`src/rtl/lab4_branch_pht_sched.sv`:
```
// Branch PHT access scheduler: one SRAM port shared by predictions and a 2-deep update queue.
// Build option: define LAB4_BRANCH_PHT_UPD_PRIO_EN to give queued updates strict priority over predictions.
module lab4_branch_pht_sched #(
  parameter  int PHT_size = 2048,
  localparam int IW       = $clog2(PHT_size)
) (
  input  logic          clk,
  input  logic          reset,
  input  logic          pred_req_val,
  output logic          pred_req_rdy,
  input  logic [IW-1:0] pred_req_idx,
  output logic          pred_resp_val,
  output logic          pred_resp_taken,
  input  logic          upd_req_val,
  output logic          upd_req_rdy,
  input  logic [IW-1:0] upd_req_idx,
  input  logic          upd_req_taken,
  output logic          pht_en,
  output logic          pht_wen,
  output logic [IW-1:0] pht_idx,
  output logic [1:0]    pht_wdata,
  input  logic [1:0]    pht_rdata,
  output logic          ghr_shift,
  output logic          ghr_shift_val
);

  typedef enum logic {S_IDLE, S_UPD_WRITE} state_t;

  state_t        state_q, state_d;
  logic [1:0]    cnt_q, cnt_d;
  logic [IW-1:0] ent0_idx_q, ent1_idx_q;
  logic          ent0_tkn_q, ent1_tkn_q;
  logic          resp_val_q;

  logic          pred_gate;
  logic          pred_hs;
  logic          upd_hs;
  logic          pop;
  logic [1:0]    cnt_after_pop;
  logic [1:0]    ctr_nxt;
  logic          ctr_sat;

`ifdef LAB4_BRANCH_PHT_UPD_PRIO_EN
  assign pred_gate = (cnt_q == 2'd0);
`else
  assign pred_gate = (cnt_q != 2'd2);
`endif

  // Ready outputs are gated by the raw reset so they read 0 while reset is held.
  assign pred_req_rdy  = reset & (state_q == S_IDLE) & pred_gate;
  assign upd_req_rdy   = reset & (cnt_q != 2'd2);
  assign pred_hs       = pred_req_val & pred_req_rdy;
  assign upd_hs        = upd_req_val & upd_req_rdy;
  assign ghr_shift     = upd_hs;
  assign ghr_shift_val = upd_hs & upd_req_taken;

  assign pred_resp_val   = resp_val_q;
  assign pred_resp_taken = resp_val_q & pht_rdata[1];

  always_comb begin
    state_d   = state_q;
    pht_en    = 1'b0;
    pht_wen   = 1'b0;
    pht_idx   = '0;
    pht_wdata = 2'd0;
    pop       = 1'b0;
    ctr_nxt   = 2'd0;
    ctr_sat   = 1'b0;
    case (state_q)
      S_IDLE: begin
        if (pred_hs) begin
          pht_en  = 1'b1;
          pht_idx = pred_req_idx;
        end else if (cnt_q != 2'd0) begin
          pht_en  = 1'b1;
          pht_idx = ent0_idx_q;
          state_d = S_UPD_WRITE;
        end
      end
      S_UPD_WRITE: begin
        pop     = 1'b1;
        state_d = S_IDLE;
        if (ent0_tkn_q) begin
          ctr_sat = (pht_rdata == 2'd3);
          ctr_nxt = pht_rdata + 2'd1;
        end else begin
          ctr_sat = (pht_rdata == 2'd0);
          ctr_nxt = pht_rdata - 2'd1;
        end
        // A saturated counter would be rewritten unchanged, so the write is skipped.
        if (!ctr_sat) begin
          pht_en    = 1'b1;
          pht_wen   = 1'b1;
          pht_idx   = ent0_idx_q;
          pht_wdata = ctr_nxt;
        end
      end
      default: state_d = S_IDLE;
    endcase
  end

  assign cnt_after_pop = cnt_q - {1'b0, pop};
  assign cnt_d         = cnt_after_pop + {1'b0, upd_hs};

  always_ff @(posedge clk or negedge reset) begin
    if (!reset) begin
      state_q    <= S_IDLE;
      cnt_q      <= 2'd0;
      ent0_idx_q <= '0;
      ent1_idx_q <= '0;
      ent0_tkn_q <= 1'b0;
      ent1_tkn_q <= 1'b0;
      resp_val_q <= 1'b0;
    end else begin
      state_q    <= state_d;
      cnt_q      <= cnt_d;
      resp_val_q <= pred_hs;
      if (pop) begin
        ent0_idx_q <= ent1_idx_q;
        ent0_tkn_q <= ent1_tkn_q;
      end
      // Push lands after the pop shift, so a same-cycle push into slot 0 overrides it.
      if (upd_hs) begin
        if (cnt_after_pop == 2'd0) begin
          ent0_idx_q <= upd_req_idx;
          ent0_tkn_q <= upd_req_taken;
        end else begin
          ent1_idx_q <= upd_req_idx;
          ent1_tkn_q <= upd_req_taken;
        end
      end
    end
  end

endmodule

```
`config.mk`:
```
export PLATFORM = sky130hd
export DESIGN_NAME = lab4_branch_pht_sched
export DESIGN_NICKNAME = d
export VERILOG_FILES = /design/src/rtl/lab4_branch_pht_sched.sv
export SDC_FILE = /design/constraint.sdc
export NUM_CORES = 1
export LEC_CHECK = 0
export CAP_MARGIN = 15
export CORE_MARGIN = 4
export CORE_UTILIZATION = 40
export DETAILED_ROUTE_END_ITERATION = 8
export GPL_TIMING_DRIVEN = 0
export PLACE_DENSITY = 0.83
export SLEW_MARGIN = 20
export SYNTH_ARGS = -nofsm -noshare
export SYNTH_HDL_FRONTEND = slang
export SYNTH_SLANG_ARGS = --single-unit
```
`constraint.sdc`:
```
create_clock -name clk -period 3.5 [get_ports clk]
set_input_delay 0.7 -clock clk [delete_from_list [all_inputs] [get_ports clk]]
set_output_delay 0.7 -clock clk [all_outputs]
set_load 0.02 [all_outputs]
```
---- Yosys cells after proc, flatten, opt, wreduce, memory -nomap -nowiden ----
Cells that the tools add are included.
word-level totals
  register bits ........................... 28
  word-level logic and storage cells ...... 49
operators by class
  add/subtract/negate cells ............... 4
  equal/unequal tests ..................... 2
  multiplexer cells ....................... 23
  bitwise gates (word level) .............. 9
  reduce and logical (&&, ||, !) cells .... 4
operators with widths
  operator                                          count
  2-to-1 mux 11 bit                                 6
  one-hot mux 11 bit (2 select lines)               1
  2-to-1 mux 1 bit                                  11
  AND 1 bit                                         7
  2-to-1 mux 2 bit                                  3
  zero test 2 bit                                   2
  one-hot mux 1 bit (2 select lines)                2
  adder 2 x 1 -> 2 bit                              1
  adder 2 x 1 -> 2 bit, second input constant       1
  equality test 2 bit, second input constant        1
  != test 2 bit, second input constant              1
  NOT 1 bit                                         2
  AND reduction 2 bit                               1
  nonzero test 2 bit                                1
  subtractor 2 x 1 -> 2 bit                         1
  subtractor 2 x 1 -> 2 bit, second input constant  1

---- Longest topological paths before layout ----
Gate-level depths: netlist of run 1.
  depth after elaboration ................. 6
  mapped depth ............................ 6
  gate-level depth less buffers ........... 5

---- Least setup slack after synthesis of run 1 ----
Ideal clock, no wire load.
  path type ............................... in2out
  start point ............................. in pht_rdata[1]
  end point ............................... out pht_idx[0]
  arrival ................................. 1.768 ns
  data required time ...................... 2.800 ns
  slack ................................... 1.032 ns
  cell stages on the path ................. 4
  path buffers ............................ 1
  cell sequence ........................... or3_1 -> a32o_1 -> buf_2 -> a22o_1
on the way
  word-level cells in the longest chain between the ends .. 5
  elaborated cells on any way between the ends .. 6
ends and longest elaborated chain
  element                                                        RTL line  source
  from (decl)                                                    22        input logic [1:0] pht_rdata,
  equality test 2 bit / zero test 2 bit (equally long branches)  84, 87
  2-to-1 mux 1 bit *                                             83        if (ent0_tkn_q) begin
  2-to-1 mux 1 bit *                                             69        case (state_q)
  2-to-1 mux 11 bit *                                            91        if (!ctr_sat) begin
  one-hot mux 11 bit (2 select lines) *                          69
  to (decl)                                                      20        output logic [IW-1:0] pht_idx,
Every way passes the cells marked *; elsewhere a longest branch is shown, timed or not. The select of a mux whose other input is x is not followed.

---- Worst setup path in the final report of run 1 ----
  start point ............................. in pht_rdata[1]
  end point ............................... out pht_idx[4]
Same word-level chain as after synthesis.

==> metrics.txt, run 1 <==
status finished clean; Initial Util a little over two fifths; final-report setup violation count 0; via count of the first global-routing pass 1214; startpoint of the lowest-slack register-to-register path cnt_q[0]; number of flops mapped to enable cells by yosys 0; final-report hold violation count 0; Die X-Extent around 70 um; mean number of vias per cell between 5 and 6; proportion of layout cells with a drive suffix above 1 29.9%; Cell Area, Synth 0.00148 mm2; depth of the most critical reg-to-reg path 6; post-synthesis sequential area ratio 47.3%; Max rail drop VDD 0.374 mV; clock tree from TritonCTS yes; destination of the critical timing path pht_idx[4]; leading cell types by total area after synthesis sky130_fd_sc_hd__dfrtp_1 47%, sky130_fd_sc_hd__mux2_2 27%, sky130_fd_sc_hd__a22o_1 6.5%; Post-Synthesis Net Count between 100 and 150; reg-to-reg endpoint ent1_idx_q[2]; number of antenna repair diodes 0; total core area 0.00344 mm2; DRT antenna net count 0; classification of the worst setup path primary input to output port; placed wire-length estimate between 2000 and 3000 um; H-tree depth reported by CTS 1; share of Yosys cell area claimed by the top area cell type 47.3%; register bit count reported by yosys 28; Static Leakage 0.884 nW; number of nets in the layout 199; wire length of the first global-routing pass between 5000 and 6000 um; number of pins exceeding their max-slew limit in the final report 0; boundary pin count 50; number of sinks handled by clock tree synthesis 28; number of search-and-repair iterations in the first detailed-routing pass 4; Worst-Skew Late Latency between 0.2 and 0.3 ns; number of antenna violations at the first check in global routing 0; clock edge transition at the registers on the reported setup and hold paths 0.09 ns; overall power consumption about 1.9 mW; maximum capacitance violations 0; Die Area around 0.0047 mm2; data required time at the worst endpoint about 2.8 ns; share of synthesized flip-flops with an asynchronous set or reset between 90% and 100%; max frequency 0.300 GHz; total wire length after detailed routing roughly 3200 um; final cycle utilization of the critical path between 90% and 100%; Placed Instances 210; shortest period the worst path allows between 3 and 4 ns; total CTS buffers 3; RePlAce Congestion ~0.73; Min Hold Slack 0.471 ns; number of non-filler instances in the completed layout 213; sum of overflow across all layers after global routing 0; Post-Syn Instances around 120; Post CTS Setup Buffer Count 0; Vert. Die Dim 68.9 um; count of warnings emitted by yosys 0; setup repair after global routing missed its margin no; Top FF cell, synth sky130_fd_sc_hd__dfrtp_1; synth-to-layout area growth 38.6%; number of different library cells in the post-synthesis netlist 29; Clk Tree Root Cell sky130_fd_sc_hd__clkbuf_8; maximum buffer depth of the clock tree 2; CP Max Fanout 10; WL per Instance 15.2 um; power density over cell area a little over 900 mW/mm2; starting DRC count in detailed routing 37; number of remaining DRC errors 0; Avg Inst Size Synth 12.9 um2; worst slew margin relative to its limit around 53%; Worst setup SP type primary input; quantity of hold-fixing buffers added after cts 0; number of input and output port buffers inserted between 40 and 50; type of destination of the critical path output port; transition time of the tightest slew-check pin around 0.7 ns; global routing usage summed across all routing layers 15.4%; Worst setup startpoint pht_rdata[1]; worst path arrival time 2.64 ns; pin count of the biggest net entering global routing 35; Core Rows 21; setup skew after layout between 0.004 and 0.005 ns; Register-to-Register Setup Slack ~1.3 ns; count of fill cells added during filler insertion around 300; vias post-DR approximately 1100; cell taking the most area after synthesis sky130_fd_sc_hd__dfrtp_1; Hold WC Path Type primary input to async pin
[per-stage QoR]
step	util (%)	worst slack, ns	TNS, ns	area (um2)
final	59.7	0.164	0	2050
after global routing	59.7	0.0769	0	2050
after CTS	59.7	0.153	0	2050
after detailed placement	58.8	-0.0641	-0.456	2020
after global placement	59.0	-0.805	-10.26	2030
after floorplan	-	1.03	0	1480
[kinds of logic (layout without fill, tap and decap cells)]
kind of cell | after synthesis | in the layout | share of synthesized area, %
multiplexers | 36 | 36 | 27.4
flip-flops | 28 | 28 | 47.3
AO/OA/AOI/OAI | 19 | 19 | 11.8
AND/OR/NAND/NOR | 18 | 18 | 7.01
buffers and inverters | 9 | 61 | 3.29
XOR/XNOR | 4 | 4 | 2.36
adder cells (fa/ha/maj) | 1 | 1 | 0.844
[flip-flops by register name, summed over array words and instances, names as in the netlist]
name / flops
cnt_q: 2
ent0_idx_q: 11
ent1_idx_q: 11
pred_resp_val: 1
ent0_tkn_q: 1
ent1_tkn_q: 1
state_q: 1
[worst min path at each step]
stage,from,end,slack (ns),cells past startpoint
after floorplan,reset,cnt_q[0],0.40,0
final,reset,cnt_q[0],0.47,1
after global routing,reset,cnt_q[0],0.51,1
after detailed placement,ent1_idx_q[0],ent1_idx_q[0],0.49,1
after global placement,ent1_idx_q[6],ent1_idx_q[6],0.48,1
after CTS,reset,cnt_q[0],0.49,1
[critical path, cell delays in order]
cell and delay (ns):
sky130_fd_sc_hd__clkdlybuf4s50_1 0.48, sky130_fd_sc_hd__or3_1 0.45, sky130_fd_sc_hd__a32o_1 0.28, sky130_fd_sc_hd__buf_2 0.20
sky130_fd_sc_hd__a22o_1 0.20, sky130_fd_sc_hd__dlygate4sd2_1 0.32
[power by group]
| group | internal [mW] | leakage [nW] | switching (mW) |
|---|---|---|---|
| sequential | 0.492 | 0.333 | 0.0984 |
| clock | 0.0771 | 0.0216 | 0.0907 |
| combinational | 0.606 | 0.530 | 0.500 |
| total | 1.18 | 0.884 | 0.689 |
[cell type report]
type                       count  area, um2  share of cell area (%)
multi-input combinational     78        732                    35.6
buffer                         6       37.5                    1.83
timing repair buffer          49        473                    23.0
inverter                       3       11.3                   0.548
tap                           46       57.6                    2.80
sequential                    28        701                    34.1
clock buffer                   3       41.3                    2.01
[metal layers]
| layer | vias to the layer above | track usage [%] | part of all wire, % |
|---|---|---|---|
| li1 | 528 | - | - |
| met4 | 0 | 4.38 | 1.1 |
| met5 | - | 0 | 0 |
| met3 | 5 | 2.76 | 5.1 |
| met2 | 36 | 29.3 | 53 |
| met1 | 530 | 17.4 | 40 |
[cells in the final DEF (no fill, tap or decap)]
master	n
sky130_fd_sc_hd__clkdlybuf4s50_1	38
sky130_fd_sc_hd__mux2_2	36
sky130_fd_sc_hd__dfrtp_1	28
sky130_fd_sc_hd__a22o_1	11
sky130_fd_sc_hd__dlygate4sd2_1	10
sky130_fd_sc_hd__buf_2	4
sky130_fd_sc_hd__and2_1	4
sky130_fd_sc_hd__xnor2_1	4
sky130_fd_sc_hd__inv_1	3
sky130_fd_sc_hd__nand3_1	3
sky130_fd_sc_hd__nor2_1	3
sky130_fd_sc_hd__clkbuf_8	3
sky130_fd_sc_hd__nand2b_1	1
sky130_fd_sc_hd__and3_1	1
sky130_fd_sc_hd__and4_1	1
sky130_fd_sc_hd__or3_1	1
sky130_fd_sc_hd__o21ba_2	1
sky130_fd_sc_hd__a32o_1	1
sky130_fd_sc_hd__and2b_2	1
sky130_fd_sc_hd__nand2_1	1
sky130_fd_sc_hd__buf_1	1
sky130_fd_sc_hd__and3_2	1
sky130_fd_sc_hd__o2111a_1	1
sky130_fd_sc_hd__buf_4	1
sky130_fd_sc_hd__nor3_1	1
sky130_fd_sc_hd__a311o_1	1
sky130_fd_sc_hd__a21oi_1	1
sky130_fd_sc_hd__a211oi_1	1
sky130_fd_sc_hd__a21bo_2	1
sky130_fd_sc_hd__a221oi_2	1
sky130_fd_sc_hd__buf_6	1
sky130_fd_sc_hd__ha_1	1
[cell usage after synthesis (3+ instances only)]
library cell	instances
sky130_fd_sc_hd__buf_2	3
sky130_fd_sc_hd__nand3_1	3
sky130_fd_sc_hd__a22o_1	11
sky130_fd_sc_hd__mux2_2	36
sky130_fd_sc_hd__dfrtp_1	28
sky130_fd_sc_hd__xnor2_1	4
sky130_fd_sc_hd__nor2_1	3
sky130_fd_sc_hd__inv_1	3
sky130_fd_sc_hd__and2_1	4
[repair_timing]
item / 4_1_cts / 5_1_grt
endpoints found under the setup margin: 10 / 0
resized for setup: 10 / 0
hold endpoints to repair: 0 / 0
Power figures use the tool's default switching activity.
==> inputs of run 2 (changes only) <==
- CAP_MARGIN: 15 -> default
==> results of run 2 <==
Same layout as run 1: the final DEF is identical, and so are final timing and power.
==> inputs of run 3 (changes only) <==
- ABC_CLOCK_PERIOD_IN_PS: default -> 4000
- clock period: 3.5 -> 4 ns (I/O delays scaled with it)
==> run 3 against run 2 <==
Compared with the run above:
- die area is the same
- core utilization grew 0.36 points
- register-to-register slack gained 0.50 ns
- non-clock buffer count is the same
- clock skew grew 0.0012 ns
- global-route usage is essentially flat
- largest cell class unchanged
- largest power group unchanged
==> metrics.txt, run 3 (same netlist as run 1, synthesis figures left out) <==
status finished clean; final-report hold violation count 0 (unchanged); number of instances resized during post-cts repair 0 (-10); sum of overflow across all layers after global routing 0 (unchanged); number of search-and-repair iterations in the first detailed-routing pass 4 (unchanged); Worst setup SP type primary input; number of pins exceeding their max-slew limit in the final report 0 (unchanged); maximum capacitance violations 0 (unchanged); total core area 0.00344 mm2 (unchanged); proportion of layout cells with a drive suffix above 1 29.9% (unchanged); met2 wirelength from detailed routing 1740 um (+0.35%); final-report setup violation count 0 (unchanged); setup skew after layout 0.00555 ns (+0.00116 ns); Static Leakage 0.858 nW (-3.0%); uppermost layer routed met4; cell family contributing the most delay on the critical path buffers and inverters; number of antenna repair diodes 0 (unchanged); Final Instance Area 0.00207 mm2 (+0.61%); power density over cell area 816 mW/mm2 (-10%); commonest non-fill, non-tap cell in the layout sky130_fd_sc_hd__clkdlybuf4s50_1; quantity of hold-fixing buffers added after cts 0 (unchanged); sum of met3 wire segment lengths after detailed routing 151 um (-8.5%); cell-by-cell listing of the critical path clkdlybuf4s50_1, or3_1, a32o_1, buf_2, a22o_1, clkdlybuf4s50_1; total CTS buffers 3 (unchanged); Die Area 0.00474 mm2 (unchanged); Hold WC Path Type flip-flop to flip-flop; max frequency ~0.27 GHz; count of fill cells added during filler insertion 290 (-1.4%); clock edge transition at the registers on the reported setup and hold paths 0.09 ns (about the same); worst slew margin relative to its limit 53.4% (+0.37 points); Post CTS Setup Buffer Count 0 (unchanged); pin count of the biggest net entering global routing 35 (unchanged); H-tree depth reported by CTS 1 (unchanged); number of remaining DRC errors 0 (unchanged); synth-to-layout area growth 39.4%; CP Max Fanout 10 (unchanged); classification of the worst setup path primary input to output port; number of input and output port buffers inserted 49 (unchanged); Vert. Die Dim 68.9 um (unchanged); wl on met1 1320 um (+0.53%); RePlAce Congestion 0.734 (unchanged); maximum buffer depth of the clock tree 2 (unchanged); starting DRC count in detailed routing 32 (-14%); final cycle utilization of the critical path a little over nine tenths; number of nets in the layout 199 (unchanged); number of sinks handled by clock tree synthesis 28 (unchanged); area of combinational cells with multiple inputs 732 um2 (unchanged); largest stage delay on the critical path 0.55 ns (+0.07 ns); shortest period the worst path allows around 3.8 ns; Register-to-Register Setup Slack 1.83 ns (+0.50 ns); wire length of the first global-routing pass 5480 um (+0.26%); total wire length after detailed routing 3250 um (about the same); Initial Util 43.0% (unchanged); commonest non-fill, non-tap cells in the layout 48 x sky130_fd_sc_hd__clkdlybuf4s50_1, 36 x sky130_fd_sc_hd__mux2_2, 28 x sky130_fd_sc_hd__dfrtp_1, 11 x sky130_fd_sc_hd__a22o_1; cell area after placement 0.00202 mm2 (unchanged); setup repair after global routing missed its margin no; placed wire-length estimate 2550 um (unchanged); Critical Path Slowest Stage Cell sky130_fd_sc_hd__clkdlybuf4s50_1; mean number of vias per cell 5.17 (+0.27%); vias post-DR 1102 (+0.27%); Worst-Skew Late Latency 0.27 ns (about the same); Core Rows 21 (unchanged); via count of the first global-routing pass 1219 (+0.41%); cell repeated most along the worst path sky130_fd_sc_hd__clkdlybuf4s50_1; Clk Tree Root Cell sky130_fd_sc_hd__clkbuf_8; type of destination of the critical path output port; clock tree from TritonCTS yes; number of antenna violations at the first check in global routing 0 (unchanged); buffers plus inverters on the worst setup path 3 (unchanged); Final Util 60.0% (+0.36 points); global routing usage summed across all routing layers 15.5% (+0.034 points); Max rail drop VDD 0.346 mV (-7.5%); registers with the most flip-flops ent0_idx_q (11), ent1_idx_q (11), cnt_q (2); worst path arrival time 2.97 ns (+0.33 ns); WL per Instance 15.2 um (about the same); data required time at the worst endpoint 3.20 ns (+0.40 ns); DRT antenna net count 0 (unchanged); Die X-Extent 68.9 um (unchanged); boundary pin count 50 (unchanged); transition time of the tightest slew-check pin 0.699 ns (-0.00552 ns); FF+latch area 701 um2 (unchanged)
## run 3: worst reg2reg max path, stage by stage (launching register included)
cell and delay, ns:
sky130_fd_sc_hd__dfrtp_1 0.44, sky130_fd_sc_hd__inv_1 0.07, sky130_fd_sc_hd__ha_1 0.37, sky130_fd_sc_hd__a21bo_2 0.25, sky130_fd_sc_hd__a221oi_2 0.36, sky130_fd_sc_hd__buf_6 0.22
sky130_fd_sc_hd__mux2_2 0.35
## run 3: final cells by class
type,instances,share of cell area (%)
well taps,46,2.79
plain buffers,6,1.82
flip-flops and latches,28,33.9
clock buffers,3,2.00
multi-input cells,78,35.4
inverters,3,0.545
repair buffers,49,23.5
## run 3: routing by layer
metal  track usage [%]  vias up
li1                  -      528
met1              17.5      535
met2              29.3       34
met3              2.76        5
met4              4.38        0
met5                 0        -
## run 3: path summary, 6_finish.rpt
path,start,to,depth (start not counted)
min,ent1_idx_q[9],ent1_idx_q[9],1
min reg2reg,ent1_idx_q[9],ent1_idx_q[9],1
min in group asynchronous,reset,cnt_q[0],1
max in group asynchronous,reset,ent1_idx_q[8],1
max,pht_rdata[1],pht_idx[8],6
max reg2reg,cnt_q[0],ent1_idx_q[2],6
## run 3: where the power goes
part | internal, mW | total (mW) | leakage, nW | switching (mW)
combinational | 0.581 | 1.02 | 0.503 | 0.442
clock | 0.0675 | 0.146 | 0.0216 | 0.0786
sequential | 0.430 | 0.517 | 0.333 | 0.0862
## run 3: metrics by stage
step / setup TNS [ns] / power, mW / cells / hold slack [ns] / setup WS, ns
finish: 0 / 1.68 / 213 / 0.508 / 0.234
global route: 0 / 1.82 / 213 / 0.523 / 0.150
CTS: 0 / 1.71 / 213 / 0.511 / 0.228
detailed placement: 0 / 1.56 / 210 / 0.490 / 0.236
global placement: -5.66 / 1.51 / 210 / 0.483 / -0.505
floorplan: 0 / 1.20 / 115 / 0.475 / 1.33
==> RTL change 1: new RTL, flow settings as in run 3 <==
The option `LAB4_BRANCH_PHT_UPD_PRIO_EN` is turned on by a define.
--- a/src/rtl/lab4_branch_pht_sched.sv
+++ b/src/rtl/lab4_branch_pht_sched.sv
@@ -1,5 +1,7 @@
 // Branch PHT access scheduler: one SRAM port shared by predictions and a 2-deep update queue.
 // Build option: define LAB4_BRANCH_PHT_UPD_PRIO_EN to give queued updates strict priority over predictions.
+`define LAB4_BRANCH_PHT_UPD_PRIO_EN
+
 module lab4_branch_pht_sched #(
   parameter  int PHT_size = 2048,
   localparam int IW       = $clog2(PHT_size)
Function: changed (Yosys sat finds a counterexample within 4 cycles, from zero or initial values and one cycle with reset low).
==> RTL change 1 against run 3 <==
Cell area increased by 1.0%; core utilization increased by 0.62 points; sequential cell count unchanged; maximum frequency increased by 2.8%; total power increased by 3.5%; synthesized area decreased by 0.76%; setup slack improved by 100 ps; routed wire length increased by 0.92%; cell count increased by 0.47%; critical path type unchanged.
==> RTL change 1: results (changes against run 3) <==
| Metric | Value |
|---|---|
| Status | `completed` |
| Post-CTS sizing | `0 (unchanged)` |
| Setup bufs post-CTS | `0 (unchanged)` |
| Pre-CTS WS | `189.3 ps (-46.66 ps)` |
| Fraction of layout cells with a size suffix above 1 | `29.76% (-0.18 points)` |
| Most common cell in the netlist | `mux2_2` |
| Commonest cells post-synth | `mux2_2, dfrtp_1, a22o_1` |
| N_diodes | `0 (unchanged)` |
| Top Registers | `ent0_idx_q x11, ent1_idx_q x11, cnt_q x2` |
| Max stage delay on crit path | `610 ps (+60 ps)` |
| Final Max Slew Viols | `0 (unchanged)` |
| Fillers | `292 (+0.69%)` |
| Terminus of the critical flop-to-flop path | `ent1_idx_q[8]` |
| GPL Wtd Cong | `0.8073 (+10%)` |
| Max Fanout on Critical Path | `10 (unchanged)` |
| Bufs on Longest Clock Path | `2 (unchanged)` |
| I/O Buffers | `49 (unchanged)` |
| Worst reg-to-reg setup slack | `1850 ps (+20 ps)` |
| CP arrival | `2870 ps (-100 ps)` |
| DR pass1 iterations | `4 (unchanged)` |
| Vias | `1111 (+0.82%)` |
| Worst-path clk slew | `90 ps (about the same)` |
| Initial antenna violation count | `0 (unchanged)` |
| Total Routing Usage GR | `14.92% (-0.53 points)` |
| Peak VDD IR | `0.4600 mV (+33%)` |
| 1st-iter DRT viols | `57 (+78%)` |
| Net Count, Synth | `145 (unchanged)` |
| Seq/Total Area, Yosys | `47.66% (+0.36 points)` |
| Worst R2R Start | `cnt_q[0]` |
| HPWL after DPL | `2.439 mm (-4.3%)` |
| Hold Path Class | `in -> async` |
| Worst slew margin | `60.06% (+6.7 points)` |
| Netlist cell types | `27 (-6.9%)` |
| Pin count of the biggest net entering global routing | `34 (-2.9%)` |
| Worst skew pair latency | `270 ps (about the same)` |
| First-pass GRT wire length | `5.340 mm (-2.5%)` |
| CTS buffer count | `3 (unchanged)` |
| Worst clock skew | `4.520 ps (-1.032 ps)` |
| DR WL/cell | `15.31 um (+0.45%)` |
| Leak Pwr | `0.8820 nW (+2.9%)` |
| Vias in the first global route | `1137 (-6.7%)` |
| Synth area leaders | `dfrtp_1, mux2_2, a22o_1` |
| Top_reg_cell synth | `dfrtp_1` |
| Delay-heaviest family, CP | `buffers and inverters` |
| Worst r2r path cells | `6 (unchanged)` |
| Worst Hold Margin | `484.2 ps (-23.41 ps)` |
| Final nets | `199 (unchanged)` |
-- RTL change 1: changes by cell type in the layout (fill, tap and decap cells not counted), sizes merged, moves of 2 or more --
cell	before	now
and2	4	2
buf	7	5
clkbuf	3	5
nand3	3	1
nor3	1	3
-- RTL change 1: worst max path at each step --
stage | slack, ps | end | start | depth (start not counted)
after detailed placement | 190 | pht_idx[3] | reset | 6
final | 330 | pht_idx[3] | pht_rdata[0] | 6
after floorplan | 1550 | pht_idx[0] | pht_rdata[0] | 4
after global placement | -670 | pht_idx[1] | reset | 6
after CTS | 180 | pht_idx[1] | reset | 6
after global routing | 200 | pht_idx[1] | pht_rdata[0] | 6
-- RTL change 1: logic make-up after synthesis --
group           synth area share, %
simple gates                  6.808
xor+xnor                      2.383
mux                           27.57
flops                         47.66
compound gates                10.89
fa+ha+maj                    0.8509
buf+inv                       3.829
-- RTL change 1: final cells by class --
| type | count | area share, % |
|---|---|---|
| plain buffers | 6 | 1.978 |
| clock buffers | 3 | 1.978 |
| clock inverters | 1 | 1.439 |
| inverters | 4 | 0.7194 |
| multi-input cells | 77 | 34.17 |
| flip-flops and latches | 28 | 33.57 |
| well taps | 46 | 2.758 |
| repair buffers | 49 | 23.38 |
-- RTL change 1: worst reg2reg max path, delay by kind of cell, from the launching register on --
kind | cells | cell delay (ps)
AOI/OAI and AO/OA | 2 | 590
DFF | 1 | 450
adders and majority gates | 1 | 380
muxes | 1 | 350
buffers and inverters | 2 | 280
-- RTL change 1: per-layer routing --
| layer | share of wire, % | GRT usage [%] | vias to the layer above |
|---|---|---|---|
| met5 | 0 | 0 | - |
| met4 | 0 | 1.489 | 0 |
| met3 | 7.4 | 3.079 | 0 |
| met2 | 49 | 26.70 | 45 |
| met1 | 44 | 19.02 | 540 |
| li1 | - | - | 526 |
-- RTL change 1: power breakdown --
group	total, W	internal [W]	switching, W	leakage [nW]
clock	0.000217	0.000134	0.0000830	0.0357
combinational	0.00101	0.000568	0.000442	0.514
sequential	0.000516	0.000430	0.0000868	0.333
total	0.00174	0.00113	0.000612	0.882
-- RTL change 1: per-stage QoR --
step | TNS (ps) | instance area, um^2 | cells
floorplan | 0 | 1470 | 115
global placement | -7060 | 2018 | 210
detailed placement | 0 | 2013 | 210
CTS | 0 | 2085 | 214
global route | 0 | 2087 | 214
finish | 0 | 2087 | 214
==> RTL change 2: new RTL, settings of run 3 <==
Without the edit above. Reset style: synchronous (`reset`), changed in one clocked block.
--- a/src/rtl/lab4_branch_pht_sched.sv
+++ b/src/rtl/lab4_branch_pht_sched.sv
@@ -102,7 +102,7 @@
   assign cnt_after_pop = cnt_q - {1'b0, pop};
   assign cnt_d         = cnt_after_pop + {1'b0, upd_hs};
 
-  always_ff @(posedge clk or negedge reset) begin
+  always_ff @(posedge clk) begin
     if (!reset) begin
       state_q    <= S_IDLE;
       cnt_q      <= 2'd0;
Check against the original RTL: differs if reset is asserted again (counterexample within 4 cycles, from zero or initial values and one cycle with reset low); with reset held inactive, the same outputs for 10 cycles.
==> RTL change 2 against run 3 <==
Clock power rose by 51%; setup slack better by 52 ps; maximum frequency is 1.4% higher; global-route usage is 1.1 points higher; clock skew shrank 4.0 ps; sequential cell count unchanged; total power is 18% lower; critical endpoint is now pht_idx[2]; cell area rose by 1.1%; synthesized area down 0.17%; sequential power down 16%; routed wire length up 8.2%; first-iteration DRC count rose by 140%.
==> RTL change 2: results (changes against run 3) <==
| Metric | Value |
|---|---|
| Non-CTS inverters | `16 (+13)` |
| Netlist cell types | `32 (+10%)` |
| Area of the multi-input gates | `799.5 um^2 (+9.2%)` |
| Fillers | `305 (+5.2%)` |
| Finished Core Util | `60.67% (+0.65 points)` |
| Total Routing Usage GR | `16.57% (+1.1 points)` |
| Fmax | `269.3 MHz (+1.4%)` |
| Post-Place Cell Area | `2017 um^2 (-0.37%)` |
| HPWL after DPL | `2.555 mm (+0.24%)` |
| 1st-iter DRT viols | `77 (+140%)` |
| Slew @ Worst Pin | `461.8 ps (-237.5 ps)` |
| Cell total after placement | `252 (+20%)` |
| First-pass GRT wire length | `5.775 mm (+5.4%)` |
| DIE WIDTH | `68.81 um (about the same)` |
| DR WL/cell | `13.72 um (-10%)` |
| Pin count of the biggest net entering global routing | `17 (-51%)` |
| Mux share of post-synthesis cell area | `25.38% (-2.0 points)` |
| Vias per cell | `5.008 (-3.2%)` |
| Worst clock skew | `1.540 ps (-4.012 ps)` |
| GPL Wtd Cong | `0.7933 (+8.1%)` |
| Fraction of layout cells with a size suffix above 1 | `12.86% (-17 points)` |
| Post-Layout Cell Count | `256 (+20%)` |
| Status | `completed` |
| Net Count, Synth | `188 (+30%)` |
| I/O Buffers | `48 (-2.0%)` |
[RTL change 2: logic make-up after synthesis]
kind of cell | after synthesis
simple gates | 44
xor+xnor | 2
flops | 28
buf+inv | 26
mux | 36
compound gates | 21
fa+ha+maj | 1
[RTL change 2: where the power goes]
part           switching (W)  internal, W  total (W)
sequential         0.0000602     0.000375   0.000435
combinational       0.000364     0.000356   0.000720
clock              0.0000874     0.000134   0.000221
total               0.000511     0.000865    0.00138
[RTL change 2: final timing paths]
path                    to  cells after the start          start
max             pht_idx[2]                      6   pht_rdata[0]
max reg2reg  ent1_idx_q[6]                      6       cnt_q[0]
min reg2reg  ent1_idx_q[7]                      2  ent1_idx_q[7]
min          ent1_idx_q[7]                      2  ent1_idx_q[7]
[RTL change 2: metal layers]
layer	share of wire (%)	wire length, um	global-route usage (%)
met5	0	0	0
met4	1.8	62	5.839
met3	7.7	269	4.214
met2	46	1622	28.37
met1	44	1558	20.00
